$ cat config.mk
export PLATFORM = sky130hd
export DESIGN_NAME = cy_status_reg_sticky
export DESIGN_NICKNAME = d
export VERILOG_FILES = /design/src/rtl/cy_status_pkg.sv /design/src/rtl/cy_status_reg_sticky_bit.sv /design/src/rtl/cy_status_reg_sticky.sv
export SDC_FILE = /design/constraint.sdc
export NUM_CORES = 1
export LEC_CHECK = 0
export ABC_AREA = 1
export BUFFER_PORTS_ARGS = -buffer_cell sky130_fd_sc_hd__buf_2
export CAP_MARGIN = 25
export CORE_UTILIZATION = 40
export DETAILED_ROUTE_END_ITERATION = 8
export PLACE_DENSITY = 0.67
export SETUP_SLACK_MARGIN = 0.3
export SLEW_MARGIN = 20
export SYNTH_ARGS = -nofsm -noshare
export SYNTH_HDL_FRONTEND = slang
export SYNTH_SLANG_ARGS = --single-unit
$ cat constraint.sdc
create_clock -name clock -period 1.5 [get_ports clock]
set_input_delay 0.3 -clock clock [delete_from_list [all_inputs] [get_ports clock]]
set_output_delay 0.3 -clock clock [all_outputs]
set_load 0.02 [all_outputs]
$ cat src/rtl/cy_status_pkg.sv
// Shared constants and helpers for the sticky status register.
package cy_status_pkg;

    localparam int STATUS_WIDTH = 8;
    localparam logic [STATUS_WIDTH-1:0] STATUS_RST = 8'h00;

    // Bit i is set when i < num_inputs, so only live status lines are kept.
    function automatic logic [STATUS_WIDTH-1:0] valid_mask(input int num_inputs);
        logic [STATUS_WIDTH-1:0] m;
        m = '0;
        for (int i = 0; i < STATUS_WIDTH; i++) begin
            if (i < num_inputs) begin
                m[i] = 1'b1;
            end
        end
        return m;
    endfunction

endpackage

$ cat src/rtl/cy_status_reg_sticky_bit.sv
// One status bit: edge-detect history flop, sticky/transparent select, and the
// register flop.
module cy_status_bit #(
    parameter bit Sticky  = 1'b0,
    parameter bit EdgeSet = 1'b0,
    parameter bit Live    = 1'b1
) (
    input  logic clock,
    input  logic reset,
    input  logic status_in,
    input  logic clr,
    output logic reg_q,
    output logic reg_next
);

    logic prev_q;
    logic rise;
    logic set;

    // Set dominates clear so an event arriving during a read is never dropped.
    always_comb begin
        rise     = status_in & ~prev_q;
        set      = EdgeSet ? rise : status_in;
        reg_next = 1'b0;
        if (Live) begin
            if (Sticky) begin
                reg_next = (reg_q & ~clr) | set;
            end else begin
                reg_next = status_in;
            end
        end
    end

    always_ff @(posedge clock) begin
        if (reset) begin
            prev_q <= 1'b0;
            reg_q  <= 1'b0;
        end else begin
            prev_q <= status_in;
            reg_q  <= reg_next;
        end
    end

endmodule

$ cat src/rtl/cy_status_reg_sticky.sv
// Hardware-to-CPU status register with sticky/transparent bits, clear-on-read
// and a masked level interrupt. Define CY_STATUS_SYNC_EN to add an input synchronizer.
module cy_status_reg_sticky
    import cy_status_pkg::*;
#(
    parameter int                      NumInputs  = 8,
    parameter logic [STATUS_WIDTH-1:0] StickyMask = 8'h00,
    parameter logic [STATUS_WIDTH-1:0] EdgeMask   = 8'h00,
    parameter logic [STATUS_WIDTH-1:0] IntrMask   = 8'h00
) (
    input  logic                    clock,
    input  logic                    reset,
    input  logic [STATUS_WIDTH-1:0] status_in,
    input  logic                    rd_en,
    output logic [STATUS_WIDTH-1:0] rd_data,
    output logic                    rd_valid,
    output logic                    irq
);

    localparam logic [STATUS_WIDTH-1:0] LIVE = valid_mask(NumInputs);

    logic [STATUS_WIDTH-1:0] status_s;
    logic [STATUS_WIDTH-1:0] reg_q;
    logic [STATUS_WIDTH-1:0] reg_next;

`ifdef CY_STATUS_SYNC_EN
    logic [STATUS_WIDTH-1:0] sync1_q;
    logic [STATUS_WIDTH-1:0] sync2_q;

    always_ff @(posedge clock) begin
        if (reset) begin
            sync1_q <= STATUS_RST;
            sync2_q <= STATUS_RST;
        end else begin
            sync1_q <= status_in;
            sync2_q <= sync1_q;
        end
    end

    assign status_s = sync2_q;
`else
    assign status_s = status_in;
`endif

    for (genvar i = 0; i < STATUS_WIDTH; i++) begin : g_bit
        cy_status_bit #(
            .Sticky  (StickyMask[i]),
            .EdgeSet (EdgeMask[i]),
            .Live    (LIVE[i])
        ) u_bit (
            .clock     (clock),
            .reset     (reset),
            .status_in (status_s[i]),
            .clr       (rd_en),
            .reg_q     (reg_q[i]),
            .reg_next  (reg_next[i])
        );
    end

    // rd_data captures the pre-clear value; irq follows reg_next so it moves with reg_q.
    always_ff @(posedge clock) begin
        if (reset) begin
            rd_data  <= STATUS_RST;
            rd_valid <= 1'b0;
            irq      <= 1'b0;
        end else begin
            rd_valid <= rd_en;
            if (rd_en) begin
                rd_data <= reg_q & LIVE;
            end
            irq <= |(reg_next & IntrMask & LIVE);
        end
    end

endmodule
==> results of run 1 <==
[routing by layer]
layer / up-vias / wire (um)
li1: 257 / -
met1: 182 / 443
met2: 19 / 372
met3: 2 / 59
met4: 0 / 19
met5: - / 0
[cell families after synthesis]
family / after synthesis / synth area share, %
AND/OR/NAND/NOR: 41 / 26.8
buffers and inverters: 22 / 16.8
flip-flops: 17 / 55.7
other: 1 / 0.614
[path summary, 6_finish.rpt]
check | startpoint | end | slack (ns) | depth (start not counted)
worst max-delay path | rd_data[5] | rd_data[5] | 0.39 | 1
worst min-delay path | status_in[7] | g_bit[7].u_bit.reg_q | 0.20 | 3
worst max register to register | g_bit[5].u_bit.reg_q | rd_data[5] | 0.91 | 4
worst min register to register | rd_data[0] | rd_data[0] | 0.47 | 2
[worst min-delay path, stage by stage]
cell and delay (ns):
buf_2 0.07, inv_1 0.03, nor2_1 0.06
[power groups by stage]
stage | sequential, mW | clock, mW | combinational (mW)
after CTS | 0.487 | 0.255 | 0.102
after global placement | 0.497 | 0 | 0.0998
final | 0.486 | 0.243 | 0.101
after global routing | 0.490 | 0.269 | 0.114
after detailed placement | 0.497 | 0 | 0.102
after floorplan | 0.516 | 0 | 0.0577
[cells in the mapped netlist]
| master | n | area, um2 |
|---|---|---|
| nand2_1 | 14 | 52.6 |
| buf_2 | 1 | 5.00 |
| nor2_1 | 23 | 86.3 |
| nor2_2 | 2 | 12.5 |
| dfxtp_1 | 17 | 340 |
| buf_4 | 1 | 7.51 |
| inv_1 | 17 | 63.8 |
| nand2_2 | 2 | 12.5 |
| conb_1 | 1 | 3.75 |
| inv_2 | 1 | 3.75 |
| buf_6 | 2 | 22.5 |
[area by class of cell]
cell class | count | share of cell area, %
clock buffer | 4 | 3.67
inverter | 18 | 9.44
multi-input combinational | 42 | 23.4
sequential | 17 | 47.6
tap | 15 | 2.62
timing repair buffer | 19 | 13.3
[metrics by stage]
step | area [um2] | instances
final | 716 | 115
after global routing | 716 | 115
after CTS | 716 | 115
after detailed placement | 689 | 111
after global placement | 689 | 111
after floorplan | 611 | 81
[state kept, by name, summed over array words and instances (netlist names)]
register	count
rd_valid	1
rd_data	8
g_bit.u_bit.reg_q	8
==> reports/metrics.yaml, run 1 <==
cts-root-buf: "clkbuf_4"
fillCellCount: 146
path_cells: "buf_2"
p_comb_share_pct: 12.1
cts-buffers-inserted: 3
synthCells: 81
drtIter0Drc: 5
switchingPower_mw: 0.212
core_area_um2: 1370
pwr-share-clk_pct: 29.3
port_buffers: 19
finClkSkew_ns: 0.000330
hold_violations: 0
fin_crit_ns: 1.11
grt-busiest-layer: "met2"
firstDrtPassIters: 4
cellInternalPower_mw: 0.619
power_density_nw_per_um2: 1160
min_path_type: "input port to flip-flop"
critPathMaxFanout: 2
grt_pass1_wl_um: 1170
layout.nets: 112
wl_per_cell_um: 7.78
final_layout_size_suffix_gt1_share_pct: 27.0
synth_fp_nets: 92
clkLatencyLatePin_ns: 0.29
clock_sinks: 17
setup_violations: 0
dp_slack_ns: 0.619
n_antenna_cell: 0
grt_setup_unrepaired: "false"
cp_slowest_stage_delay_ns: 0.35
crit_path_start_kind: "flip-flop"
path_buf_inv: 1
grt_max_degree: 18
ant_nets: 0
leakage_nw: 0.414
crit_type: "flip-flop to output pin"
viasPerCell: 4.00
grt_usage_pct: 11.8
status: "completed"
yosys_warnings: 0
seq_area_um2: 340
total_power_mw: 0.831
cts_buffer_depth: 2
setup_tns_ns: 0
grt-ovfl-total: 0
routed_wl_um: 895
grt_pass1_vias: 289
final_common_cell: "nor2_1"
finalCritPeriodShare_pct: 73.8
pwr-share-seq_pct: 58.6
postCtsSetupBuffers: 0
whs_ns: 0.200
start_util_pct: 44.7
postCtsResizedCells: 0
multi_input_area_um2: 168
route.detailed.drc: 0
synth_cell_types: 11
met1_usage_pct: 14.3
tritoncts: "yes"
die_area_um2: 1690
layout_setup_ws_ns: 0.394
gp_congestion: 0.677
final_util_pct: 52.4
antenna_found_initial: 0
ys_seq_area_share_pct: 55.7
pin_count: 21
ir_drop_mv: 0.549
die_x_um: 41.1
htree_levels: 1
ctsHoldBuffers: 0
synth_area_um2: 611
worstPathArrival_ns: 0.81
routed-via-count: 460
clkTransAtPathRegs_ns: 0.09
grt_util_met3_pct: 4.89
cp_slowest_cell: "dfxtp_1"
drv_slew: 0
fmax_mhz: 904
fp.dieH_um: 41.1
row_count: 13
cp.required_ns: 1.20
synth-seq-cells: 17
cap_viol_max_count: 0
switching_share_pct: 25.5
path_delay_family: "flip-flops"
syn_avg_cell_area_um2: 7.54
grtUsageMet2_pct: 14.5
cp-end-kind: "output pin"
syn_to_final_growth_pct: 17.2
layout_common_cells: "nor2_1, buf_2, inv_1, dfxtp_1, nand2_1"
hpwl_um: 622
Note: power is estimated with default switching activity, not from simulation.
==> run 2: changes to the inputs <==
--- a/config.mk
+++ b/config.mk
@@ -10,7 +10,7 @@
 export CAP_MARGIN = 25
 export CORE_UTILIZATION = 40
 export DETAILED_ROUTE_END_ITERATION = 8
-export PLACE_DENSITY = 0.67
+export PLACE_DENSITY = 0.7
 export SETUP_SLACK_MARGIN = 0.3
 export SLEW_MARGIN = 20
 export SYNTH_ARGS = -nofsm -noshare
==> constraint.sdc (replaced) <==
create_clock -name clock -period 1 [get_ports clock]
set_input_delay 0.2 -clock clock [delete_from_list [all_inputs] [get_ports clock]]
set_output_delay 0.2 -clock clock [all_outputs]
set_load 0.02 [all_outputs]
==> run 2 against run 1 <==
Net effect: clock power grew 44%; routed wire length shrank 1.1%; setup slack lost 0.33 ns; die area is the same; clock-buffer cell count is the same; combinational power grew 94%; largest cell class unchanged.
==> reports/metrics.yaml, run 2 (synthesized netlist as in run 1, its figures left out) <==
reg.largest.list: "g_bit.u_bit.reg_q (8), rd_data (8), rd_valid (1)"
n_antenna_cell: 0  # unchanged
final_util_pct: 60.1  # +7.7 points
r2r_cells: 3  # -1
pin_count: 21  # unchanged
reg2reg_to: "rd_data[5]"
cts-root-buf: "clkbuf_4"
min_path_type: "input port to flip-flop"
grt_max_degree: 18  # unchanged
final_layout_size_suffix_gt1_share_pct: 39.8  # +13 points
whs_endpoint: "g_bit[1].u_bit.reg_q"
setup_tns_ns: 0  # unchanged
route.detailed.drc: 0  # unchanged
drtIter0Drc: 2  # -3
viasPerCell: 4.07  # +1.7%
dp.cells: 111  # unchanged
setup_violations: 0  # unchanged
dp_slack_ns: 0.229  # -0.389 ns
wl_per_cell_um: 7.50  # -3.6%
status: "completed"
cts-buffers-inserted: 3  # unchanged
firstDrtPassIters: 4  # unchanged
grt_usage_pct: 13.2  # +1.5 points
place_area_um2: 689  # unchanged
hold_violations: 0  # unchanged
critPathMaxFanout: 2  # unchanged
pwr-share-seq_pct: 57.5  # -1.1 points
grt-ovfl-total: 0  # unchanged
antenna_found_initial: 0  # unchanged
tritoncts: "yes"
power_density_nw_per_um2: 1560  # +35%
total_power_mw: 1.28  # +55%
htree_levels: 1  # unchanged
fin_crit_ns: 0.939
switching_share_pct: 24.5  # -1.0 points
fin_cells: 118  # +2.6%
cap_viol_max_count: 0  # unchanged
worstHoldStart: "status_in[1]"
grt_setup_unrepaired: "true"
cellInternalPower_mw: 0.970  # +57%
ir_drop_mv: 0.854  # +56%
hold_path_depth: 3  # unchanged
rrSetupSlack_ns: 0.33  # -0.58 ns
layout.nets: 115  # +2.7%
p_comb_share_pct: 15.3  # +3.2 points
routed_wl_um: 885  # -1.1%
cp-end-kind: "output pin"
gp_congestion: 0.690  # +1.9%
clkTransAtPathRegs_ns: 0.09  # about the same
routed-via-count: 480  # +4.3%
grt_pass1_vias: 347  # +20%
path_cells: "buf_6"
die_x_um: 41.1  # unchanged
whs_ns: 0.114  # -0.0864 ns
r2r_start: "rd_data[5]"
fp.dieH_um: 41.1  # unchanged
leakage_nw: 0.445  # +7.4%
cp.required_ns: 0.80  # -0.40 ns
finalCritPeriodShare_pct: 93.9
port_buffers: 19  # unchanged
layout_common_cells: "nor2_1, inv_1, nand2_1, buf_2"
fmax_mhz: 1070
stdcell_area_um2: 821  # +15%
grt_pass1_wl_um: 1400  # +20%
path_buf_inv: 1  # unchanged
die_area_um2: 1690  # unchanged
cts_buffer_depth: 2  # unchanged
row_count: 13  # unchanged
clock_sinks: 17  # unchanged
pwr-share-clk_pct: 27.2  # -2.1 points
finClkSkew_ns: 0.00603  # +0.00570 ns
syn_to_final_growth_pct: 34.4
crit_path_start_kind: "flip-flop"
clkLatencyLatePin_ns: 0.28  # about the same
final_common_cell: "nor2_1"
layout_setup_ws_ns: 0.0613  # -0.332 ns
cp_slowest_stage_delay_ns: 0.35  # about the same
drv_slew: 0  # unchanged
worstPathArrival_ns: 0.74  # -0.07 ns
hpwl_um: 593  # -4.8%
start_util_pct: 44.7  # unchanged
switchingPower_mw: 0.314  # +48%
crit_type: "flip-flop to output pin"
core_area_um2: 1370  # unchanged
path_delay_family: "flip-flops"
ant_nets: 0  # unchanged
cp_slowest_cell: "dfxtp_2"
==> run 2: changes by cell type in the layout (fill, tap and decap cells not counted) <==
cell	previous run	this run
dfxtp_2	0	9
buf_4	0	3
nor2_1	23	21
buf_2	19	10
dfxtp_1	17	8
nor2_4	0	2
buf_6	0	9
==> run 2: worst max-delay path by stage <==
stage | startpoint | endpoint | slack (ns) | cells after the start
6_report | rd_data[1] | rd_data[1] | 0.06 | 1
3_5_place_dp | rd_en | rd_data[1] | 0.23 | 4
2_1_floorplan | rd_en | rd_data[5] | 0.31 | 4
4_1_cts | rd_data[1] | rd_data[1] | 0.05 | 1
5_1_grt | rd_data[5] | rd_data[5] | 0.03 | 1
3_3_place_gp | rd_en | rd_data[6] | 0.23 | 4
==> run 2: worst min-delay path: cells and delay by family <==
family        cells  cell delay, ns
buf+inv           2            0.13
simple gates      1            0.03
==> run 2: power groups by stage <==
stage | Combinational (mW) | Sequential (mW) | Clock [mW]
2_1_floorplan | 0.0865 | 0.774 | 0
3_3_place_gp | 0.149 | 0.746 | 0
3_5_place_dp | 0.152 | 0.746 | 0
4_1_cts | 0.189 | 0.739 | 0.368
5_1_grt | 0.221 | 0.745 | 0.390
6_report | 0.196 | 0.739 | 0.349
==> run 2: layout make-up <==
class                           count  area [um2]
Tap cell                           15        18.8
Fill cell                         134         546
Clock buffer                        4        26.3
Inverter                           18        67.6
Timing Repair Buffer               22         174
Multi-Input combinational cell     42         183
Sequential cell                    17         352
==> run 2: per-layer routing <==
metal | wire [um] | share of wire (%) | vias up | track usage [%]
met5 | 0 | 0 | - | 0
met4 | 12 | 1.4 | 0 | 10.0
met3 | 38 | 4.3 | 2 | 3.26
met2 | 406 | 46 | 13 | 18.4
met1 | 426 | 48 | 200 | 17.2
li1 | - | - | 265 | -
==> run 2: what timing repair did <==
item | in CTS | in global routing
pin swaps | 0 | 2
hold buffers | 0 | 0
setup endpoints to repair | 9 | 12
resized for setup | 27 | 4
endpoints found under the hold margin | 0 | 0
buffers inserted | 3 | 0
